<file path="src/rtl/prbs_pkg.sv">
// Shared definitions for the PRBS generator/checker: mode codes, lengths, taps, lock FSM states.
// Latency: n/a (constants and pure functions only).
// Backpressure: n/a.
package prbs_pkg;

  localparam logic [1:0] PRBS7  = 2'd0;
  localparam logic [1:0] PRBS15 = 2'd1;
  localparam logic [1:0] PRBS23 = 2'd2;
  localparam logic [1:0] PRBS31 = 2'd3;

  typedef enum logic {
    SEARCH = 1'b0,
    LOCKED = 1'b1
  } lock_state_t;

  // Register length (LEN) of the active polynomial
  function automatic logic [4:0] prbs_len(input logic [1:0] mode);
    case (mode)
      PRBS7:   return 5'd7;
      PRBS15:  return 5'd15;
      PRBS23:  return 5'd23;
      default: return 5'd31;
    endcase
  endfunction

  // Upper feedback tap (always LEN-1)
  function automatic logic [4:0] tap_a(input logic [1:0] mode);
    case (mode)
      PRBS7:   return 5'd6;
      PRBS15:  return 5'd14;
      PRBS23:  return 5'd22;
      default: return 5'd30;
    endcase
  endfunction

  // Lower feedback tap
  function automatic logic [4:0] tap_b(input logic [1:0] mode);
    case (mode)
      PRBS7:   return 5'd5;
      PRBS15:  return 5'd13;
      PRBS23:  return 5'd17;
      default: return 5'd27;
    endcase
  endfunction

  // Seed restricted to the low LEN bits; an all-zero slice would lock the LFSR, so use 1
  function automatic logic [30:0] seed_for(input logic [30:0] seed, input logic [1:0] mode);
    logic [30:0] mask;
    mask = (31'd1 << prbs_len(mode)) - 31'd1;
    if ((seed & mask) == 31'd0) return 31'd1;
    return seed & mask;
  endfunction

endpackage

</file>
<file path="src/rtl/prbs_lfsr.sv">
// Mode-selectable 31-bit shift register with reload; exposes predicted feedback bit and bit LEN-1.
// Latency: state updates one cycle after step/reload; pred/msb are combinational from state.
// Backpressure: none; holds state when step is low.
module prbs_lfsr
  import prbs_pkg::*;
#(
  parameter logic [30:0] RST_VAL = 31'd0
) (
  input  logic        clk,
  input  logic        rst_n,
  input  logic [1:0]  mode,
  input  logic        step,
  input  logic        reload,
  input  logic [30:0] reload_val,
  input  logic        shift_in,
  output logic        pred,
  output logic        msb
);

  logic [30:0] sr;

  assign pred = sr[tap_a(mode)] ^ sr[tap_b(mode)];
  assign msb  = sr[prbs_len(mode) - 5'd1];

  // Reload wins over a step; bits above LEN-1 shift along as don't-care
  always_ff @(posedge clk or negedge rst_n) begin
    if (!rst_n) begin
      sr <= RST_VAL;
    end else if (reload) begin
      sr <= reload_val;
    end else if (step) begin
      sr <= {sr[29:0], shift_in};
    end
  end

endmodule

</file>
<file path="config.mk">
export PLATFORM = sky130hd
export DESIGN_NAME = prbs_lfsr
export DESIGN_NICKNAME = d
export VERILOG_FILES = /design/src/rtl/prbs_pkg.sv /design/src/rtl/prbs_lfsr.sv
export SDC_FILE = /design/constraint.sdc
export NUM_CORES = 1
export LEC_CHECK = 0
export ABC_AREA = 1
export BUFFER_PORTS_ARGS = -buffer_cell sky130_fd_sc_hd__buf_4
export CAP_MARGIN = 5
export CORE_MARGIN = 2
export CORE_UTILIZATION = 35
export CTS_CLUSTER_DIAMETER = 60
export DETAILED_ROUTE_END_ITERATION = 7
export SLEW_MARGIN = 20
export SYNTH_ARGS = -nofsm -noshare
export SYNTH_HDL_FRONTEND = slang
export SYNTH_SLANG_ARGS = --single-unit
</file>
<file path="constraint.sdc">
create_clock -name clk -period 1.26 [get_ports clk]
set_clock_uncertainty 0.05 [all_clocks]
set_input_delay 0.189 -clock clk [delete_from_list [all_inputs] [get_ports clk]]
set_output_delay 0.189 -clock clk [all_outputs]
set_load 0.005 [all_outputs]
</file>
==> report_table.html <==
<table>
<tr><th>Metric</th><th>Value</th></tr>
<tr><th colspan="2">Critical path</th></tr>
<tr><td>Register-to-register setup slack</td><td>0.27 ns</td></tr>
<tr><td>Endpoint required time on the critical path</td><td>1.02 ns</td></tr>
<tr><td>R2R Path End</td><td>sr[6]</td></tr>
<tr><td>Number of cells on the critical path</td><td>7</td></tr>
<tr><td>Worst flop-to-flop path startpoint</td><td>sr[6]</td></tr>
<tr><td>Endpoint of the most critical setup path</td><td>pred</td></tr>
<tr><td>Max FO, Critical Path</td><td>2</td></tr>
<tr><td>CP bufs+invs</td><td>1</td></tr>
<tr><td>Cell at the slowest stage of the critical path</td><td>sky130_fd_sc_hd__dfrtp_1</td></tr>
<tr><td>Count of cells along the worst register-to-register path</td><td>4</td></tr>
<tr><td>Arrival time of data at the critical path endpoint</td><td>1.15 ns</td></tr>
<tr><td>Cell with the most instances on the worst path</td><td>sky130_fd_sc_hd__nand2_1</td></tr>
<tr><td>Highest cell delay on the worst timing path</td><td>0.38 ns</td></tr>
<tr><td>Critical Setup Path Class</td><td>register to output port</td></tr>
<tr><td>Kind of cell with the highest combined delay on the critical path</td><td>flip-flops</td></tr>
<tr><td>Worst-path cell chain</td><td>nand2_1 &gt; nand2_1 &gt; nand2_2 &gt; nand2_2 &gt; nand2_1 &gt; nand2_1 &gt; buf_6</td></tr>
<tr><td>CP startpoint kind</td><td>register</td></tr>
<tr><td>Nature of the critical path endpoint</td><td>output port</td></tr>
<tr><td>Crit. Startpoint</td><td>sr[6]</td></tr>
<tr><th colspan="2">Global route</th></tr>
<tr><td>Met3 track demand over resource in global routing</td><td>4.01%</td></tr>
<tr><td>Met1 capacity usage during global routing</td><td>18.2%</td></tr>
<tr><td>Total global routing overflow</td><td>0</td></tr>
<tr><td>Overall fraction of global-route tracks in use</td><td>15.1%</td></tr>
<tr><td>Most used routing layer in global routing</td><td>met2</td></tr>
<tr><td>Met2 GRT Util</td><td>25.5%</td></tr>
<tr><td>Via count of the first global-routing pass</td><td>1,402</td></tr>
<tr><td>Antenna violations before repair</td><td>0</td></tr>
<tr><td>First-pass GRT wire length</td><td>6180 microns</td></tr>
<tr><td>Maximum number of pins on one net before global-route repair</td><td>32</td></tr>
<tr><th colspan="2">Routing</th></tr>
<tr><td>Total iterations of the first detailed-routing run</td><td>4</td></tr>
<tr><td>Drt first-iter violations</td><td>67</td></tr>
<tr><td>Post-detailed-routing wire length</td><td>3590 microns</td></tr>
<tr><td>Via/cell ratio</td><td>4.70</td></tr>
<tr><td>Routed len/inst</td><td>12.0 microns</td></tr>
<tr><td>DRC violation count after routing</td><td>0</td></tr>
<tr><td>Final ANT Viol Nets</td><td>0</td></tr>
<tr><td>Via count</td><td>1,401</td></tr>
<tr><th colspan="2">Floorplan</th></tr>
<tr><td>Core outline area</td><td>4660 sq um</td></tr>
<tr><td>Die ar.</td><td>5330 sq um</td></tr>
<tr><td>Initial standard-cell utilization of the core</td><td>35.8%</td></tr>
<tr><td>I/O pin total</td><td>40</td></tr>
<tr><td>Die Width</td><td>73.0 microns</td></tr>
<tr><td>Floorplan row count</td><td>25</td></tr>
<tr><td>Height of the die</td><td>73.0 microns</td></tr>
<tr><th colspan="2">Outcome</th></tr>
<tr><td>Result of the run</td><td>finished, violations left</td></tr>
<tr><td>Failing checks</td><td>negative setup slack</td></tr>
<tr><th colspan="2">Run</th></tr>
<tr><td>Number of maximum-capacitance violations</td><td>0</td></tr>
<tr><th colspan="2">STA</th></tr>
<tr><td>Actual slew at the worst max-slew pin</td><td>0.401 ns</td></tr>
<tr><td>Final period utilization</td><td>110%</td></tr>
<tr><td>Minimum clock period after layout</td><td>1.39 ns</td></tr>
<tr><td>Slew Limit Headroom</td><td>73.3%</td></tr>
<tr><td>Least setup slack across all paths after layout</td><td>-0.132 ns</td></tr>
<tr><td>Setup repair after global routing missed its margin</td><td>yes</td></tr>
<tr><td>Final Hold Vio Count</td><td>0</td></tr>
<tr><td>Setup violation total in the final timing report</td><td>2</td></tr>
<tr><td>Summed negative setup slack over all endpoints</td><td>-0.174 ns</td></tr>
<tr><td>Slew Limit Fails</td><td>0</td></tr>
<tr><td>F_max</td><td>718 MHz</td></tr>
<tr><th colspan="2">Pwr</th></tr>
<tr><td>Power density over the cells</td><td>1150 nW/um^2</td></tr>
<tr><td>Leakage power total</td><td>1.15 nW</td></tr>
<tr><td>Maximum VDD drop</td><td>538 uV</td></tr>
<tr><th colspan="2">Cells and area</th></tr>
<tr><td>Antenna cells</td><td>0</td></tr>
<tr><td>Net count, final</td><td>281</td></tr>
<tr><td>Biggest regs</td><td>sr (31)</td></tr>
<tr><td>Register with the highest flop count</td><td>sr</td></tr>
<tr><td>Area added between synthesis and finish</td><td>30.2%</td></tr>
<tr><td>Number of flip-flops in the largest register</td><td>31</td></tr>
<tr><td>Non-filler cells, final</td><td>298</td></tr>
<tr><td>Number of inserted filler cells in the final layout</td><td>465</td></tr>
<tr><td>Fraction of final layout cells sized beyond drive strength 1</td><td>45.1%</td></tr>
<tr><th colspan="2">Clock network</th></tr>
<tr><td>Clock root buffer</td><td>sky130_fd_sc_hd__clkbuf_8</td></tr>
<tr><td>Buffers from clock root to sink, at most</td><td>2</td></tr>
<tr><td>Worst skew pair latency</td><td>0.29 ns</td></tr>
<tr><td>Clock tree from TritonCTS</td><td>done</td></tr>
<tr><td>Clock tree sinks</td><td>31</td></tr>
<tr><td>TritonCTS buffer count</td><td>5</td></tr>
<tr><td>Level count of the clock H-tree</td><td>2</td></tr>
<tr><td>Clock-pin transition on the worst setup and hold timing paths</td><td>0.07 ns</td></tr>
<tr><th colspan="2">Synthesis</th></tr>
<tr><td>Cell type with the highest aggregate area in the netlist</td><td>sky130_fd_sc_hd__dfrtp_1</td></tr>
<tr><td>Total of warnings raised by yosys</td><td>0</td></tr>
<tr><td>Cell count after synthesis</td><td>191</td></tr>
<tr><td>Fraction of the yosys area taken by sequential cells</td><td>46.5%</td></tr>
<tr><td>Net count after synthesis</td><td>229</td></tr>
<tr><td>Leading cell types by total area after synthesis</td><td>sky130_fd_sc_hd__dfrtp_1, sky130_fd_sc_hd__nand2_1, sky130_fd_sc_hd__nand3_2, sky130_fd_sc_hd__nand2_2, sky130_fd_sc_hd__a22oi_1</td></tr>
<tr><td>Top cell type's share of synthesized area</td><td>46.5%</td></tr>
<tr><td>Post-synthesis instance area</td><td>1670 sq um</td></tr>
<tr><td>Mean instance size in the synthesized netlist</td><td>8.73 sq um</td></tr>
<tr><td>Cell variety after synth</td><td>19</td></tr>
<tr><td>Synth Register Bits</td><td>31</td></tr>
<tr><th colspan="2">Placed design</th></tr>
<tr><td>Instance count after placement with tap cells included</td><td>279</td></tr>
<tr><td>Weighted congestion reported at the end of routability-driven placement</td><td>0.838</td></tr>
<tr><td>Detail Placement HPWL</td><td>2510 microns</td></tr>
<tr><td>Count of input and output buffers</td><td>39</td></tr>
<tr><th colspan="2">Hold path</th></tr>
<tr><td>Worst min-delay path class</td><td>input pin to register</td></tr>
</table>
metal layers:
layer | part of all wire (%) | wire length, microns
met4 | 1.8 | 65
met5 | 0 | 0
met1 | 44 | 1580
met3 | 4.0 | 145
met2 | 50 | 1790
kinds of logic after synthesis:
family / after synthesis / synth area share (%)
AOI/OAI and AO/OA: 9 / 3.98
buffers and inverters: 15 / 6.83
DFF: 31 / 46.5
and+or+nand+nor: 136 / 42.6
worst register-to-register path: cells and delay by family, from the launching register on:
kind / cells / cell delay, ns
buffers and inverters: 2 / 0.26
and+or+nand+nor: 1 / 0.07
DFF: 1 / 0.38
AOI/OAI and AO/OA: 1 / 0.10
stage by stage:
| step | area (sq um) | setup slack, ns | power (mW) | utilization, % | hold WS, ns |
|---|---|---|---|---|---|
| final | 2170 | -0.132 | 2.50 | 46.6 | 0.0702 |
| after CTS | 2140 | -0.124 | 2.50 | 46.0 | 0.0665 |
| after global placement | 1970 | 0.145 | 1.59 | 42.3 | 0.100 |
| after global routing | 2170 | -0.215 | 2.64 | 46.6 | 0.0805 |
| after detailed placement | 1970 | 0.141 | 1.60 | 42.3 | 0.0996 |
| after floorplan | 1670 | 0.296 | 1.43 | - | -0.157 |
worst min path at each step:
stage                         startpoint     end  cells after the start
after floorplan                    rst_n   sr[0]                      0
after global placement             rst_n   sr[9]                      1
after detailed placement           rst_n  sr[11]                      1
after CTS                       shift_in   sr[0]                      3
after global routing       reload_val[1]   sr[1]                      3
final                     reload_val[16]  sr[16]                      3
where the power goes:
group,internal [mW],switching [mW],total (mW)
logic,0.243,0.232,0.475
clock network,0.498,0.362,0.860
registers,1.10,0.0626,1.16
cells in the mapped netlist:
| cell | count |
|---|---|
| sky130_fd_sc_hd__a22oi_1 | 6 |
| sky130_fd_sc_hd__buf_12 | 2 |
| sky130_fd_sc_hd__buf_2 | 5 |
| sky130_fd_sc_hd__buf_4 | 1 |
| sky130_fd_sc_hd__buf_6 | 1 |
| sky130_fd_sc_hd__dfrtp_1 | 31 |
| sky130_fd_sc_hd__inv_1 | 3 |
| sky130_fd_sc_hd__inv_2 | 2 |
| sky130_fd_sc_hd__inv_8 | 1 |
| sky130_fd_sc_hd__nand2_1 | 85 |
| sky130_fd_sc_hd__nand2_2 | 20 |
| sky130_fd_sc_hd__nand2_4 | 1 |
| sky130_fd_sc_hd__nand3_1 | 7 |
| sky130_fd_sc_hd__nand3_2 | 20 |
| sky130_fd_sc_hd__nor2_1 | 1 |
| sky130_fd_sc_hd__nor2_4 | 1 |
| sky130_fd_sc_hd__nor3_1 | 1 |
| sky130_fd_sc_hd__o211ai_1 | 2 |
| sky130_fd_sc_hd__o22ai_1 | 1 |
cell usage in the layout, fill, tap and decap left out:
| cell type | Yosys | final |
|---|---|---|
| sky130_fd_sc_hd__a22oi_1 | 6 | 6 |
| sky130_fd_sc_hd__nor2_1 | 1 | 1 |
| sky130_fd_sc_hd__buf_4 | 1 | 52 |
| sky130_fd_sc_hd__o211ai_1 | 2 | 2 |
| sky130_fd_sc_hd__clkbuf_1 | 0 | 1 |
| sky130_fd_sc_hd__nand3_2 | 20 | 20 |
| sky130_fd_sc_hd__inv_1 | 3 | 1 |
| sky130_fd_sc_hd__dlygate4sd3_1 | 0 | 1 |
| sky130_fd_sc_hd__dfrtp_1 | 31 | 31 |
| sky130_fd_sc_hd__buf_6 | 1 | 1 |
| sky130_fd_sc_hd__nand2_2 | 20 | 23 |
| sky130_fd_sc_hd__nand2_1 | 85 | 82 |
| sky130_fd_sc_hd__nor2_4 | 1 | 1 |
| sky130_fd_sc_hd__nor3_1 | 1 | 1 |
| sky130_fd_sc_hd__inv_2 | 2 | 4 |
| sky130_fd_sc_hd__inv_8 | 1 | 1 |
| sky130_fd_sc_hd__o22ai_1 | 1 | 1 |
| sky130_fd_sc_hd__clkbuf_8 | 0 | 7 |
| sky130_fd_sc_hd__nand2_4 | 1 | 1 |
| sky130_fd_sc_hd__nand3_1 | 7 | 7 |
final cells by class:
type	instances	area [sq um]	share of cell area [%]
flip-flops and latches	31	776	35.8
repair buffers	54	412	19.0
multi-input cells	145	785	36.2
clock buffers	8	100	4.61
well taps	54	67.6	3.11
inverters	6	30.0	1.38
what timing repair did:
| item | CTS | global route |
|---|---|---|
| buffers inserted | 8 | 2 |
| gates resized for setup | 1 | 5 |
| hold endpoints to repair | 31 | 0 |
| gates cloned | 0 | 0 |
| hold buffers | 1 | 0 |
| pin swaps | 5 | 5 |
| setup endpoints to repair | 2 | 2 |
Power figures use the tool's default switching activity.
